<file path="config.mk">
export PLATFORM = sky130hd
export DESIGN_NAME = line_window_gen
export DESIGN_NICKNAME = d
export VERILOG_FILES = /design/src/rtl/lwg_pkg.sv /design/src/rtl/lwg_line_delay.sv /design/src/rtl/line_window_gen.sv
export SDC_FILE = /design/constraint.sdc
export NUM_CORES = 1
export LEC_CHECK = 0
export BUFFER_PORTS_ARGS = -buffer_cell sky130_fd_sc_hd__buf_2
export CAP_MARGIN = 5
export CORE_UTILIZATION = 65
export DETAILED_ROUTE_END_ITERATION = 8
export GPL_TIMING_DRIVEN = 0
export HOLD_SLACK_MARGIN = 0.15
export MAX_ROUTING_LAYER = met4
export PLACE_DENSITY = 0.83
export SLEW_MARGIN = 15
export SYNTH_ARGS = -nofsm -noshare
export SYNTH_HDL_FRONTEND = slang
export SYNTH_SLANG_ARGS = --single-unit
</file>
<file path="constraint.sdc">
create_clock -name clk -period 10.01 [get_ports clk]
set_input_delay 1.5015 -clock clk [delete_from_list [all_inputs] [get_ports clk]]
set_output_delay 1.5015 -clock clk [all_outputs]
set_load 0.01 [all_outputs]
</file>
<file path="src/rtl/lwg_pkg.sv">
// Shared constants and helpers for the line window generator.
// Width helpers, packed-window element offsets, and legal parameter limits.
package lwg_pkg;

  localparam int KERNEL_MIN = 2;
  localparam int KERNEL_MAX = 7;
  localparam int STRIDE_MIN = 1;

  // Index width for a counter that spans 0..n-1 (never narrower than one bit).
  function automatic int idx_w(input int n);
    return (n <= 1) ? 1 : $clog2(n);
  endfunction

  // LSB of window element (i, j); i=0 is the oldest row, j=0 the oldest column.
  function automatic int elem_lsb(input int i, input int j, input int k, input int bd);
    return (i * k + j) * bd;
  endfunction

endpackage

</file>
<file path="src/rtl/lwg_line_delay.sv">
// One image line of pixel delay: dout_o is the pixel written DEPTH enables ago.
// Implemented as a circular buffer so it maps onto RAM or a shift register.
module lwg_line_delay
  import lwg_pkg::*;
#(
  parameter int BIT_DEPTH = 8,
  parameter int DEPTH     = 28
) (
  input  logic                 clk,
  input  logic                 rst,
  input  logic                 en_i,
  input  logic [BIT_DEPTH-1:0] din_i,
  output logic [BIT_DEPTH-1:0] dout_o
);

  localparam int PTR_W = idx_w(DEPTH);

  logic [BIT_DEPTH-1:0] mem_q [DEPTH];
  logic [PTR_W-1:0]     ptr_q;
  logic [PTR_W-1:0]     ptr_d;

  // Slot under the pointer still holds the oldest pixel until it is overwritten.
  assign dout_o = mem_q[ptr_q];

  // Next write position wraps at the line length.
  always_comb begin
    ptr_d = ptr_q;
    if (en_i) begin
      ptr_d = (ptr_q == PTR_W'(DEPTH - 1)) ? '0 : ptr_q + PTR_W'(1);
    end
  end

  // Pixel storage is never reset; downstream valid gating hides stale data.
  always_ff @(posedge clk) begin
    if (en_i) begin
      mem_q[ptr_q] <= din_i;
    end
  end

  // Write pointer.
  always_ff @(posedge clk or posedge rst) begin
    if (rst) begin
      ptr_q <= '0;
    end else begin
      ptr_q <= ptr_d;
    end
  end

endmodule

</file>
<file path="src/rtl/line_window_gen.sv">
// Raster-stream KERNEL x KERNEL sliding-window generator with stride.
// Optional macro LWG_STALL_CNT_EN adds a saturating output-stall counter port.
module line_window_gen
  import lwg_pkg::*;
#(
  parameter int BIT_DEPTH = 8,
  parameter int KERNEL    = 3,
  parameter int IMG_W     = 28,
  parameter int IMG_H     = 28,
  parameter int STRIDE    = 1
) (
  input  logic                                clk,
  input  logic                                rst,
  input  logic                                in_valid,
  output logic                                in_ready,
  input  logic [BIT_DEPTH-1:0]                in_data,
  output logic                                win_valid,
  input  logic                                win_ready,
  output logic [KERNEL*KERNEL*BIT_DEPTH-1:0]  win_data,
  output logic [idx_w(IMG_H)-1:0]             win_row,
  output logic [idx_w(IMG_W)-1:0]             win_col,
  output logic                                frame_done
`ifdef LWG_STALL_CNT_EN
  ,output logic [31:0]                        stall_cnt
`endif
);

  localparam int ROW_W = idx_w(IMG_H);
  localparam int COL_W = idx_w(IMG_W);
  localparam int PH_W  = idx_w(STRIDE);
  localparam int WIN_W = KERNEL * KERNEL * BIT_DEPTH;

  if (KERNEL < KERNEL_MIN || KERNEL > KERNEL_MAX || STRIDE < STRIDE_MIN ||
      STRIDE > KERNEL || IMG_W < KERNEL || IMG_H < KERNEL) begin : g_param_err
    $error("line_window_gen: illegal parameter combination");
  end

  logic                 accept;
  logic                 emit;
  logic                 col_last, row_last, col_ok, row_ok;

  logic [COL_W-1:0]     col_q, col_d, wcol_q, wcol_d;
  logic [ROW_W-1:0]     row_q, row_d, wrow_q, wrow_d;
  logic [PH_W-1:0]      col_ph_q, col_ph_d, row_ph_q, row_ph_d;

  logic                 win_valid_q;
  logic [WIN_W-1:0]     win_data_q;
  logic [ROW_W-1:0]     win_row_q;
  logic [COL_W-1:0]     win_col_q;
  logic                 frame_done_q;

  logic [KERNEL-2:0][BIT_DEPTH-1:0] tap;
  logic [BIT_DEPTH-1:0] win_q [KERNEL][KERNEL];
  logic [BIT_DEPTH-1:0] win_d [KERNEL][KERNEL];
  logic [WIN_W-1:0]     win_pack;

  assign in_ready   = !win_valid_q || win_ready;
  assign accept     = in_valid && in_ready;
  assign win_valid  = win_valid_q;
  assign win_data   = win_data_q;
  assign win_row    = win_row_q;
  assign win_col    = win_col_q;
  assign frame_done = frame_done_q;

  // Chained line delays: tap[j] is the pixel from j+1 lines above the input.
  for (genvar g = 0; g < KERNEL - 1; g++) begin : g_line
    logic [BIT_DEPTH-1:0] din;
    if (g == 0) begin : g_head
      assign din = in_data;
    end else begin : g_chain
      assign din = tap[g-1];
    end
    lwg_line_delay #(
      .BIT_DEPTH (BIT_DEPTH),
      .DEPTH     (IMG_W)
    ) u_line (
      .clk    (clk),
      .rst    (rst),
      .en_i   (accept),
      .din_i  (din),
      .dout_o (tap[g])
    );
  end

  // Window after this accept: shift left one column, new column on the right.
  always_comb begin
    win_d = win_q;
    for (int i = 0; i < KERNEL; i++) begin
      for (int j = 0; j < KERNEL - 1; j++) begin
        win_d[i][j] = win_q[i][j+1];
      end
    end
    for (int i = 0; i < KERNEL - 1; i++) begin
      win_d[i][KERNEL-1] = tap[KERNEL-2-i];
    end
    win_d[KERNEL-1][KERNEL-1] = in_data;
  end

  // Flatten the post-shift window into the output packing order.
  always_comb begin
    win_pack = '0;
    for (int i = 0; i < KERNEL; i++) begin
      for (int j = 0; j < KERNEL; j++) begin
        win_pack[elem_lsb(i, j, KERNEL, BIT_DEPTH) +: BIT_DEPTH] = win_d[i][j];
      end
    end
  end

  // Window shift register advances only on accepted pixels.
  always_ff @(posedge clk) begin
    if (accept) begin
      win_q <= win_d;
    end
  end

  // Legal window positions: past the first KERNEL-1 lines/columns and on a stride phase.
  assign col_last = (col_q == COL_W'(IMG_W - 1));
  assign row_last = (row_q == ROW_W'(IMG_H - 1));
  assign col_ok   = (col_q >= COL_W'(KERNEL - 1)) && (col_ph_q == '0);
  assign row_ok   = (row_q >= ROW_W'(KERNEL - 1)) && (row_ph_q == '0);
  assign emit     = accept && col_ok && row_ok;

  // Raster position, stride phases and output indices for the next pixel.
  always_comb begin
    col_d    = col_q;
    row_d    = row_q;
    col_ph_d = col_ph_q;
    row_ph_d = row_ph_q;
    wcol_d   = wcol_q;
    wrow_d   = wrow_q;
    if (accept) begin
      if (col_last) begin
        col_d    = '0;
        col_ph_d = '0;
        wcol_d   = '0;
        if (row_last) begin
          row_d    = '0;
          row_ph_d = '0;
          wrow_d   = '0;
        end else begin
          row_d = row_q + ROW_W'(1);
          if (row_ok) begin
            wrow_d = wrow_q + ROW_W'(1);
          end
          if (row_q >= ROW_W'(KERNEL - 1)) begin
            row_ph_d = (row_ph_q == PH_W'(STRIDE - 1)) ? '0 : row_ph_q + PH_W'(1);
          end
        end
      end else begin
        col_d = col_q + COL_W'(1);
        if (col_ok) begin
          wcol_d = wcol_q + COL_W'(1);
        end
        if (col_q >= COL_W'(KERNEL - 1)) begin
          col_ph_d = (col_ph_q == PH_W'(STRIDE - 1)) ? '0 : col_ph_q + PH_W'(1);
        end
      end
    end
  end

  // Counter registers.
  always_ff @(posedge clk or posedge rst) begin
    if (rst) begin
      col_q    <= '0;
      row_q    <= '0;
      col_ph_q <= '0;
      row_ph_q <= '0;
      wcol_q   <= '0;
      wrow_q   <= '0;
    end else begin
      col_q    <= col_d;
      row_q    <= row_d;
      col_ph_q <= col_ph_d;
      row_ph_q <= row_ph_d;
      wcol_q   <= wcol_d;
      wrow_q   <= wrow_d;
    end
  end

  // Single output register: loads on emit, otherwise clears once taken.
  always_ff @(posedge clk or posedge rst) begin
    if (rst) begin
      win_valid_q  <= 1'b0;
      win_data_q   <= '0;
      win_row_q    <= '0;
      win_col_q    <= '0;
      frame_done_q <= 1'b0;
    end else begin
      frame_done_q <= accept && col_last && row_last;
      if (emit) begin
        win_valid_q <= 1'b1;
        win_data_q  <= win_pack;
        win_row_q   <= wrow_q;
        win_col_q   <= wcol_q;
      end else if (win_ready) begin
        win_valid_q <= 1'b0;
      end
    end
  end

`ifdef LWG_STALL_CNT_EN
  logic [31:0] stall_cnt_q;

  assign stall_cnt = stall_cnt_q;

  // Cycles a window waited on downstream, saturating.
  always_ff @(posedge clk or posedge rst) begin
    if (rst) begin
      stall_cnt_q <= '0;
    end else if (win_valid_q && !win_ready && (stall_cnt_q != '1)) begin
      stall_cnt_q <= stall_cnt_q + 32'd1;
    end
  end
`endif

endmodule

</file>
# == Word level (Yosys, flattened, before mapping) ==
# Memories as Yosys holds them, arrays and structs flattened.
# Index checks and enable logic that the tools add are counted.
# classes
addsub,8
multipliers,0
n_div,0
magnitude_cmp,2
n_eq_ne,4
shift,0
mux,18
n_bitwise,2
n_reduce_logical,19
# ops
operator,count
$mux 5,8
$add 5x1->5 const B,6
$eq 5x5->1 const B,4
$ge 5x2->1 const B,2
$mux 1,10
$reduce_bool 2->1,5
$logic_and 1x1->1,7
$reduce_and 2->1,3
$reduce_and 3->1,2
$add 1x1->1 const B,2
$not 1->1,2
$logic_not 1->1,1
$logic_or 1x1->1,1
# word_totals
ff_bits,164
latchBits,0
ramBits,448
mem_bits_ro,0
input_bits,12
wordCells,74
n_memories,2
# memory_table
memory,words,word_bits,rd,rd_ports_with_merged_regs,wr,line,text
g_line[0].u_line.mem_q,28,8,1,0,1,lwg_line_delay.sv:18,logic [BIT_DEPTH-1:0] mem_q [DEPTH];
g_line[1].u_line.mem_q,28,8,1,0,1,lwg_line_delay.sv:18,

# == Logic depth before layout (Yosys ltp) ==
# Gate-level depths: netlist of the first run.
# logic_depth
depth_word,6
mapped_depth,9

# == Cells and area by module ==
# From an unflattened synthesis of the first run, not the netlist that was laid out.
# unflattened
hier_cells,1325
area_unflattened_um2,24214.5
# by_module_without_submodules
mod,n_inst,cells_per_inst,area_per_inst_um2
lwg_line_delay (g_line[0].u_line),1,496,9158.8
lwg_line_delay (g_line[1].u_line),1,493,9112.5
line_window_gen,1,336,5943.2

# == Worst setup path before layout of the first run ==
# Ideal clock, no wire load.
# synth_path
path_type,input -> register
startpoint,input port win_ready
endpoint,register g_line[1].u_line.ptr_q[0]
setup_ns,0.112
arrival_ns,3.908
required_ns,9.898
setup_slack_ns,5.990
cell_stages,6
path_buffers,1
cell_sequence,nand2b_1 nand2_1 clkinv_1 clkbuf_1 o211ai_1 o21ai_0
# synth_between
elab_chain_cells,2
# synth_rtl
item,line,text
from (decl),line_window_gen.sv:18,"input logic win_ready,"
$logic_or 1x1->1,line_window_gen.sv:57,assign in_ready = !win_valid_q || win_ready;
$logic_and 1x1->1,line_window_gen.sv:58,assign accept = in_valid && in_ready;
net accept,line_window_gen.sv:38,logic accept;
to (signal assigned),lwg_line_delay.sv:45,ptr_q <= ptr_d;
to (decl),lwg_line_delay.sv:19,logic [PTR_W-1:0] ptr_q;
# The timed path passes the listed nets, and every way through them passes these cells.
# A chain may end at the register's enable or synchronous reset.

# == Worst setup path in the final report of the first run ==
# layout_path
startpoint,input port win_ready
endpoint,"memory g_line[1].u_line.mem_q[16][1], enable pin"
# layout_between
elab_chain_cells,4
# layout_rtl
item,line,text
$logic_or 1x1->1,line_window_gen.sv:57,
$logic_and 1x1->1,line_window_gen.sv:58,
$mux 1,lwg_line_delay.sv:35,if (en_i) begin
$mux 1 (not written as such),lwg_line_delay.sv:36,mem_q[ptr_q] <= din_i;
to (decl),lwg_line_delay.sv:18,
# Every way passes these cells.

==> reports/results.txt, run 1 <==
Port Buf Inserts: 96
PD cells: 311 nW/um^2
Hold Violations, Final: 0
Setup violations, final: 0
Overall Power: 8.23 mW
Tcrit/Tclk final: 0.403
Hold buffer count at CTS: 0
Min-delay worst type: reg2reg
Critical Path End Type: register
Final slew viol count: 0
CTS tree: done
Top-area cell type share of the netlist area: 0.632
Crit Path Category: in2reg
DR WL/cell: 26.4 um
Most common cell in the netlist: edfxtp_1
Die area: 37,000 um^2
Synth cell count leaders: 496 x edfxtp_1, 181 x mux2i_1, 114 x dfrtp_1, 91 x nor2_1, 88 x o22ai_1
VDD IR max: 0.304 mV
Syn. warnings: 0
Post-synth EDFFs: 496
Worst-case clock buffer depth: 3
Worst path arrival time: 4.26 ns
Status: finished clean
WP data required: 10.23 ns
Final #Nets: 1,542
R2R setup slack: 6.20 ns
Drc violations: 0
Post-CTS Resized: 0
Vias in the first global route: 13,100
First-pass GRT wire length: 78,800 um
Ant. Diodes: 0
Netlist cell types: 48
Chip Width: 192 um
Clk sink count: 610
WL final: 53,400 um
RePlAce Congestion: 0.983
DPL Wire Length: 32,600 um
Initial antenna violation count: 0
Synth-to-layout area growth: 12.5%
Share of cells above drive strength 1: 0.203
Sequential area share after synthesis: 0.754
Flops & latches, synth: 610
CTS H-tree depth: 2
Fmax: 248 MHz
Site Rows: 69
Die Y: 192 um
Startpoint types: primary input
Synth Instances: 1,361
First drt pass iteration count: 6
Worst Skew: 0.0279 ns
Gr usage total: 0.303
Top Ports: 97
Primary FF master, synth: edfxtp_1
Core area: 35,600 um^2
Setup_tns: 0 ns
Cts bufs inserted: 56
Peak fanout along the critical path: 10
Pin count of the biggest net entering global routing: 59
Synth Net Count: 1,387
Worst-path clk slew: 0.06 ns
Root Buffer: clkbuf_16
Antenna viol nets, final: 0
Vias per cell: 6.50
Cell Area, Synth: 23,500 um^2
Worst Tran Pin Value: 1.13 ns
FFs w/ async S/R, synth: 0.187
Max-slew headroom: 0.245
RSZ-0062 raised after global routing: false
Leakage: 9.80 nW
Clock Latency Late Sink: 0.62 ns
Grt ovf: 0
Ranking of synthesized cells by area: edfxtp_1 63%, dfrtp_1 12%, mux2i_1 7.7%
DRT iter0 DRCs: 1,486
Min Tclk post-route: 4.04 ns
Via count: 13,200
Max Cap Viol: 0
Postcts setup bufs: 0
Initial Util: 0.662
Mean post-synth cell area: 17.3 um^2
Synth area leader: edfxtp_1
[power breakdown]
group / total, mW / switching (mW) / internal [mW]
clock: 2.12 / 0.903 / 1.22
sequential: 3.74 / 0.197 / 3.54
combinational: 2.37 / 1.61 / 0.762
[cell families after synthesis]
group	Yosys count	synth area share
AOI/OAI and AO/OA	149	0.0404
adders and majority gates	14	0.00744
buffers and inverters	74	0.0149
and+or+nand+nor	234	0.0485
xor gates and xnor gates	8	0.00298
DFF	610	0.754
muxes	272	0.132
[cell type report]
cell class	instances	area, um^2
plain buffers	58	295
clock buffers	75	1550
clock inverters	30	273
fillers	1963	9080
inverters	16	65.1
multi-input cells	677	5470
flip-flops and latches	610	17700
well taps	461	577
repair buffers	97	508
[layer usage]
layer,share of wire,up-vias,routed length (um),global-route usage
met5,0,-,0,-
met4,0.031,0,1680,0.100
met3,0.096,129,5120,0.0675
met2,0.48,738,25400,0.467
met1,0.40,6664,21200,0.405
li1,-,5631,-,-
[metrics by stage]
step	cell area, um^2	utilization	hold slack [ns]	worst slack, ns	cells
2_1_floorplan	23500	-	0.420	5.49	1361
3_3_place_gp	24600	0.692	0.423	4.02	1918
3_5_place_dp	24600	0.693	0.431	5.51	1919
4_1_cts	26500	0.744	0.448	6.01	2024
5_1_grt	26500	0.745	0.457	5.82	2024
6_report	26500	0.745	0.445	5.97	2024
[final timing paths]
check,start,cells past startpoint,endpoint
worst min register to register,win_d[8]$_DFFE_PP_,0,win_d[16]$_DFFE_PP_
worst min-delay path,win_d[8]$_DFFE_PP_,0,win_d[16]$_DFFE_PP_
worst max-delay path,win_ready,7,g_line[1].u_line.mem_q[16][1]$_DFFE_PP_
min in group asynchronous,rst,2,win_row[4]$_DFFE_PP0P_
max in group asynchronous,rst,3,g_line[1].u_line.ptr_q[0]$_DFFE_PP0P_
worst max register to register,g_line[0].u_line.ptr_q[1]$_DFFE_PP0P_,5,g_line[1].u_line.mem_q[19][2]$_DFFE_PP_
[worst max-delay path: stages]
cell and delay [ns]:
buf_2 0.07, nand2b_1 0.28, nand2_1 0.24, clkinv_1 0.32, clkbuf_1 0.59, nand2_1 0.41
nor2_1 0.83
[cell usage in the layout (no fill, tap or decap), types with 7 or more instances in the layout]
cell type  instances
mux2_2            60
a211oi_1          15
mux4_2            21
ha_1              14
mux2_4            10
nor2_1            91
mux2i_1          181
clkinv_1          15
nand3_1           22
a31oi_1           14
o22ai_1           88
nand4_1            8
clkbuf_1          33
dfrtp_1          114
nand2_1           44
clkinv_2           7
buf_2            122
edfxtp_1         496
clkbuf_16         57
nor4_1            14
inv_1             14
o21ai_0           19
[flip-flops by register name, summed over array words and instances (netlist names)]
register / flops
win_valid: 1
g_line.u_line.mem_q: 448
frame_done: 1
row_q: 5
win_d: 48
g_line.u_line.ptr_q: 10
wcol_q: 5
win_col: 5
wrow_q: 5
col_q: 5
win_data: 72
win_row: 5
Power figures use the tool's default switching activity.
==> run 2: changes to the inputs <==
--- a/config.mk
+++ b/config.mk
@@ -7,12 +7,12 @@
 export LEC_CHECK = 0
 export BUFFER_PORTS_ARGS = -buffer_cell sky130_fd_sc_hd__buf_2
 export CAP_MARGIN = 5
-export CORE_UTILIZATION = 65
+export CORE_UTILIZATION = 55
 export DETAILED_ROUTE_END_ITERATION = 8
 export GPL_TIMING_DRIVEN = 0
 export HOLD_SLACK_MARGIN = 0.15
 export MAX_ROUTING_LAYER = met4
-export PLACE_DENSITY = 0.83
+export PLACE_DENSITY = 0.75
 export SLEW_MARGIN = 15
 export SYNTH_ARGS = -nofsm -noshare
 export SYNTH_HDL_FRONTEND = slang
==> constraint.sdc (replaced) <==
create_clock -name clk -period 3.68 [get_ports clk]
set_input_delay 0.552 -clock clk [delete_from_list [all_inputs] [get_ports clk]]
set_output_delay 0.552 -clock clk [all_outputs]
set_load 0.01 [all_outputs]
==> run 2 against run 1 <==
Clock power rose to 3.1 times the previous value. Wire length decreased by 5.0%. Design area is 1.7% higher. Highest routed layer unchanged. Combinational power grew to 2.7 times the previous value. Critical path depth unchanged.
==> reports/results.txt, run 2 (synthesized netlist as in run 1, its figures left out) <==
Root Buffer: clkbuf_16
Most common cell after layout, fill and taps aside: edfxtp_1
Initial Util: 0.559 (-0.103)
Hold Violations, Final: 0 (unchanged)
DRT iter0 DRCs: 1,464 (-1.5%)
Ant. Diodes: 0 (unchanged)
Worst-case clock buffer depth: 3 (unchanged)
Site Rows: 75 (+8.7%)
Worst path slowest cell: nor4_1
Worst Skew: 0.0150 ns (-0.0130 ns)
CTS H-tree depth: 2 (unchanged)
DR WL/cell: 24.1 um (-8.8%)
Die Y: 209 um (+8.6%)
Critical Path Max Stage Delay: 0.79 ns (-0.04 ns)
Leakage: 9.96 nW (+1.6%)
Top Ports: 97 (unchanged)
VDD IR max: 0.462 mV (+52%)
Initial antenna violation count: 2 (+2)
Clk sink count: 610 (unchanged)
Final #Nets: 1,545 (+0.19%)
First-pass GRT wire length: 75,800 um (-3.9%)
Crit path max-delay family: simple AND/OR/NAND/NOR gates
Min-delay worst type: in2reg
Worst-path clk slew: 0.06 ns (about the same)
Via count: 12,700 (-3.2%)
WP data required: 3.88 ns (-6.35 ns)
First drt pass iteration count: 7 (+1)
WL final: 50,700 um (-5.0%)
Final slew viol count: 0 (unchanged)
Port Buf Inserts: 96 (unchanged)
Tcrit/Tclk final: 0.958
Fmax: 284 MHz
Final Util: 0.639 (-0.106)
Antenna viol nets, final: 0 (unchanged)
Top reg by flops: g_line.u_line.mem_q
Most frequent cells in the layout: 496 x edfxtp_1, 181 x mux2i_1, 122 x buf_2, 114 x dfrtp_1, 91 x nor2_1
Vias in the first global route: 12,500 (-4.8%)
Share of cells above drive strength 1: 0.213 (+0.00942)
Vias per cell: 6.04 (-7.1%)
Setup_tns: 0 ns (unchanged)
Max reg flops: 448 (unchanged)
Gr usage total: 0.242 (-0.0610)
Worst path arrival time: 3.73 ns (-0.53 ns)
Status: finished clean
Clock Latency Late Sink: 0.61 ns (about the same)
Die area: 43,600 um^2 (+18%)
Cell Chain, Critical Path: buf_2 > buf_2 > buf_2 > mux2i_1 > o22ai_1 > nor4_1 > nand2_4
Peak fanout along the critical path: 29 (+19)
Synth-to-layout area growth: 14.4%
Worst Tran Pin Value: 1.21 ns (+0.0787 ns)
Number of fill cells: 2,853 (+45%)
Crit Path Category: reg2reg
Crit-path most repeated cell: buf_2
Min Tclk post-route: 3.53 ns
Grt ovf: 0 (unchanged)
Cts bufs inserted: 58 (+3.6%)
Critical Path End Type: register
Max-slew headroom: 0.193 (-0.0526)
Chip Width: 209 um (+8.6%)
Core area: 42,100 um^2 (+18%)
Pin count of the biggest net entering global routing: 59 (unchanged)
Startpoint types: register
CTS tree: done
RePlAce Congestion: 0.915 (-6.9%)
Buffers & Inverters on Critical Path: 3 (unchanged)
PD cells: 854 nW/um^2 (+170%)
Drc violations: 0 (unchanged)
Max Cap Viol: 0 (unchanged)
Postcts setup bufs: 0 (unchanged)
Setup violations, final: 0 (unchanged)
DPL Wire Length: 32,200 um (-1.4%)
-- run 2: cell types whose count changed in the layout (fill, tap and decap cells not counted), sizes merged --
cell,delta
bufinv,+8
clkinv,-4
clkinvlp,+2
inv,-2
clkbuf,+1
dlygate4sd3,+1
-- run 2: per-stage QoR --
| stage | setup slack [ns] | std cells | hold slack [ns] | cell area (um^2) | power [mW] |
|---|---|---|---|---|---|
| CTS | 0.0426 | 2108 | 0.355 | 26900 | 23.0 |
| global placement | -1.44 | 1996 | 0.424 | 24700 | 16.3 |
| detailed placement | -0.211 | 1997 | 0.431 | 24700 | 16.5 |
| global route | -0.0402 | 2108 | 0.392 | 26900 | 23.9 |
| finish | 0.154 | 2108 | 0.393 | 26900 | 23.0 |
| floorplan | 0.112 | 1361 | 0.420 | 23500 | 14.0 |
-- run 2: where the power goes --
group	leakage, nW	switching, mW	total (mW)	internal (mW)
logic	2.92	4.26	6.35	2.09
clock network	1.05	2.48	6.55	4.06
registers	5.99	0.501	10.1	9.61
total	9.96	7.24	23.0	15.8
-- run 2: what timing repair did --
action,4_1_cts,5_1_grt
pin swaps,0,0
endpoints found under the hold margin,57,0
resized for setup,5,5
hold buffers,1,0
setup endpoints to repair,145,141
-- run 2: cell type report --
| class | count | area [um^2] | area share |
|---|---|---|---|
| inverter | 16 | 65.1 | 0.00242 |
| clock inverter | 34 | 490 | 0.0182 |
| multi-input combinational | 677 | 5490 | 0.204 |
| sequential | 610 | 17700 | 0.659 |
| tap | 539 | 674 | 0.0250 |
| clock buffer | 76 | 1650 | 0.0614 |
| timing repair buffer | 98 | 518 | 0.0192 |
| buffer | 58 | 295 | 0.0110 |
-- run 2: tightest hold or removal path: cells and delay by family --
| kind | cells | cell delay [ns] |
|---|---|---|
| compound gates | 2 | 0.26 |
| buf+inv | 1 | 0.14 |
-- run 2: layer usage --
layer / track usage / share of wire / up-vias
li1: - / - / 5646
met1: 0.339 / 0.43 / 6424
met2: 0.363 / 0.46 / 567
met3: 0.0443 / 0.081 / 101
met4: 0.0778 / 0.027 / 0
met5: - / 0 / -
-- run 2: final timing paths --
check                                                 startpoint                                     end  slack (ns)  cells after the start
setup / recovery           g_line[0].u_line.ptr_q[0]$_DFFE_PP0P_  g_line[1].u_line.mem_q[1][5]$_DFFE_PP_        0.15                      7
setup reg to reg           g_line[0].u_line.ptr_q[0]$_DFFE_PP0P_  g_line[1].u_line.mem_q[1][5]$_DFFE_PP_        0.15                      7
max in group asynchronous                                    rst                 win_data[1]$_DFFE_PP0P_        2.41                      4
min in group asynchronous                                    rst                win_data[25]$_DFFE_PP0P_        0.57                      3
hold reg to reg                              win_d[38]$_DFFE_PP_                     win_d[46]$_DFFE_PP_        0.45                      0
hold / removal                                          in_valid                   wcol_q[1]$_DFFE_PP0P_        0.39                      3
==> run 3: changes to the inputs <==
--- a/config.mk
+++ b/config.mk
@@ -5,14 +5,15 @@
 export SDC_FILE = /design/constraint.sdc
 export NUM_CORES = 1
 export LEC_CHECK = 0
+export ABC_AREA = 1
 export BUFFER_PORTS_ARGS = -buffer_cell sky130_fd_sc_hd__buf_2
 export CAP_MARGIN = 5
-export CORE_UTILIZATION = 55
+export CORE_UTILIZATION = 56
 export DETAILED_ROUTE_END_ITERATION = 8
 export GPL_TIMING_DRIVEN = 0
 export HOLD_SLACK_MARGIN = 0.15
 export MAX_ROUTING_LAYER = met4
-export PLACE_DENSITY = 0.75
+export PLACE_DENSITY = 0.76
 export SLEW_MARGIN = 15
 export SYNTH_ARGS = -nofsm -noshare
 export SYNTH_HDL_FRONTEND = slang
==> run 3 against run 2 <==
Worst setup slack gained 0.66 ns. Wire length grew 19%. Die area grew 8.1%. Critical path type unchanged. Critical endpoint is now g_line[1].u_line.mem_q[9][6]$_DFFE_PP_. Largest power group unchanged.
==> reports/results.txt, run 3 <==
Flops & latches, synth: 610 (unchanged)
Cell Chain, Critical Path: buf_6 > inv_4 > buf_6 > buf_6 > nand2_1 > nand3_1 > nand2_1 > nand2_1 > nand2_1 > inv_1 > nand3_2
Hold Violations, Final: 0 (unchanged)
Initial Util: 0.569 (+0.0104)
Max reg flops: 448 (unchanged)
CTS tree: done
Synth Net Count: 2,584 (+86%)
Most common cell after layout, fill and taps aside: nand2_1
Worst-path clk slew: 0.06 ns (about the same)
Gr usage total: 0.271 (+0.0288)
Worst-case clock buffer depth: 3 (unchanged)
Port Buf Inserts: 96 (unchanged)
Most frequent cells in the layout: 1,085 x nand2_1, 496 x edfxtp_1, 342 x inv_1, 158 x nand3_1, 146 x buf_2
Max Cap Viol: 0 (unchanged)
Number of fill cells: 3,460 (+21%)
Primary FF master, synth: edfxtp_1
Site Rows: 78 (+4.0%)
Critical Path End Type: register
Core area: 45,600 um^2 (+8.2%)
Ranking of synthesized cells by area: edfxtp_1 57%, nand2_1 16%, dfrtp_1 11%
Drc violations: 0 (unchanged)
Vias per cell: 5.30 (-12%)
Buffers & Inverters on Critical Path: 5 (+2)
Via count: 17,900 (+40%)
Cell Area, Synth: 25,900 um^2 (+10%)
Most common cell in the netlist: nand2_1
Final slew viol count: 0 (unchanged)
Top Ports: 97 (unchanged)
Crit path max-delay family: simple AND/OR/NAND/NOR gates
Final #Nets: 2,743 (+78%)
Critical Path Max Stage Delay: 0.75 ns (-0.04 ns)
Worst Tran Pin Value: 1.01 ns (-0.200 ns)
Syn. warnings: 0 (unchanged)
Pin count of the biggest net entering global routing: 86 (+46%)
Tcrit/Tclk final: 0.778 (-0.180)
Fin area: 29,100 um^2 (+8.0%)
VDD IR max: 0.619 mV (+34%)
Peak fanout along the critical path: 30 (+3.4%)
Share of cells above drive strength 1: 0.116 (-0.0972)
Ant. Diodes: 0 (unchanged)
Leakage: 13.3 nW (+33%)
Initial antenna violation count: 0 (-2)
PD cells: 832 nW/um^2 (-2.6%)
Root Buffer: clkbuf_16
Worst Skew: 0.0138 ns (-0.00114 ns)
Synth-to-layout area growth: 12.1%
Crit Path Category: reg2reg
Post-synth EDFFs: 496 (unchanged)
Max-slew headroom: 0.327 (+0.135)
Cts bufs inserted: 59 (+1.7%)
RePlAce Congestion: 0.976 (+6.6%)
Setup_tns: 0 ns (unchanged)
Vias in the first global route: 17,500 (+40%)
WP data required: 3.73 ns (-0.15 ns)
Min Tclk post-route: 2.86 ns (-0.662 ns)
Antenna viol nets, final: 0 (unchanged)
Sequential area share after synthesis: 0.684 (-0.0697)
Top reg by flops: g_line.u_line.mem_q
Clk sink count: 610 (unchanged)
Crit-path most repeated cell: nand2_1
Min-delay worst type: in2reg
RSZ-0062 raised after global routing: false
Die Y: 217 um (+4.0%)
WL final: 60,500 um (+19%)
Startpoint types: register
Mean post-synth cell area: 10.1 um^2 (-41%)
Synth area leader: edfxtp_1
Chip Width: 217 um (+4.0%)
FFs w/ async S/R, synth: 0.187 (unchanged)
Hold buffer count at CTS: 1 (unchanged)
CTS H-tree depth: 2 (unchanged)
Top-area cell type share of the netlist area: 0.574 (-0.0585)
Status: finished clean
Clock Latency Late Sink: 0.63 ns (+0.02 ns)
DR WL/cell: 18.0 um (-25%)
Worst path arrival time: 2.91 ns (-0.82 ns)
Synth cell count leaders: 1,086 x nand2_1, 496 x edfxtp_1, 343 x inv_1, 158 x nand3_1, 114 x dfrtp_1
Synth Instances: 2,558 (+88%)
Fmax: 349 MHz (+23%)
Die area: 47,200 um^2 (+8.1%)
Setup violations, final: 0 (unchanged)
Netlist cell types: 26 (-46%)
First drt pass iteration count: 5 (-2)
DP Area: 27,200 um^2 (+10%)
DPL Wire Length: 39,500 um (+23%)
Postcts setup bufs: 0 (unchanged)
Post-CTS Resized: 0 (-5)
First-pass GRT wire length: 94,600 um (+25%)
Worst path slowest cell: nand3_2
Grt ovf: 0 (unchanged)
DRT iter0 DRCs: 1,968 (+34%)
## run 3: cell types whose count changed after synthesis, sizes merged, moves of 59 or more
| cell | delta |
|---|---|
| nand2 | +1041 |
| inv | +337 |
| mux2i | -181 |
| nand3 | +149 |
| o22ai | -88 |
| mux2 | -70 |
| buf | +59 |
## run 3: per-layer routing
| metal | GRT usage | vias to the layer above | part of all wire |
|---|---|---|---|
| li1 | - | 8411 | - |
| met1 | 0.367 | 8473 | 0.42 |
| met2 | 0.411 | 840 | 0.46 |
| met3 | 0.0524 | 137 | 0.091 |
| met4 | 0.0946 | 0 | 0.031 |
| met5 | - | - | 0 |
## run 3: metrics by stage
stage / instances / power (mW) / hold slack (ns) / worst slack, ns / util
final: 3367 / 24.2 / 0.205 / 0.817 / 0.638
after global routing: 3367 / 25.4 / 0.211 / 0.693 / 0.638
after CTS: 3367 / 24.1 / 0.193 / 0.886 / 0.638
after detailed placement: 3255 / 18.3 / 0.431 / 0.911 / 0.597
after global placement: 3254 / 18.0 / 0.424 / -1.20 / 0.596
after floorplan: 2558 / 15.1 / 0.418 / 0.112 / -
## run 3: area by class of cell
type | count | area (um^2) | area share
clock inverter | 33 | 255 | 0.00877
tap | 600 | 751 | 0.0258
timing repair buffer | 98 | 518 | 0.0178
inverter | 352 | 1330 | 0.0458
buffer | 105 | 682 | 0.0234
sequential | 610 | 17700 | 0.610
clock buffer | 78 | 1610 | 0.0553
multi-input combinational | 1491 | 6200 | 0.213
## run 3: tightest hold or removal path, delay by kind of cell
family,cells,cell delay [ns]
buffers and inverters,2,0.10
AND/OR/NAND/NOR,2,0.13
## run 3: kinds of logic after synthesis
| logic type | after synthesis | share of synthesized area |
|---|---|---|
| AND/OR/NAND/NOR | 1403 | 0.217 |
| XOR/XNOR | 3 | 0.00101 |
| buffers and inverters | 457 | 0.0772 |
| AO/OA/AOI/OAI | 71 | 0.0138 |
| adder cells (fa/ha/maj) | 14 | 0.00675 |
| flip-flops | 610 | 0.684 |
## run 3: final timing paths
path	slack [ns]	to	from	cells past startpoint
max in group asynchronous	2.50	win_data[18]$_DFFE_PP0P_	rst	4
hold reg to reg	0.44	win_data[55]$_DFFE_PP0P_	win_d[23]$_DFFE_PP_	2
min in group asynchronous	0.45	win_col[3]$_DFFE_PP0P_	rst	3
setup / recovery	0.82	g_line[1].u_line.mem_q[9][6]$_DFFE_PP_	g_line[0].u_line.ptr_q[0]$_DFFE_PP0P_	11
setup reg to reg	0.82	g_line[1].u_line.mem_q[9][6]$_DFFE_PP_	g_line[0].u_line.ptr_q[0]$_DFFE_PP0P_	11
hold / removal	0.20	win_valid$_DFFE_PP0P_	win_ready	4
## run 3: report_power, final
part / total, mW / leakage (nW) / internal (mW) / switching (mW)
registers: 10.1 / 5.92 / 9.64 / 0.486
logic: 8.23 / 6.43 / 2.17 / 6.07
clock network: 5.84 / 0.921 / 3.29 / 2.56
total: 24.2 / 13.3 / 15.1 / 9.11
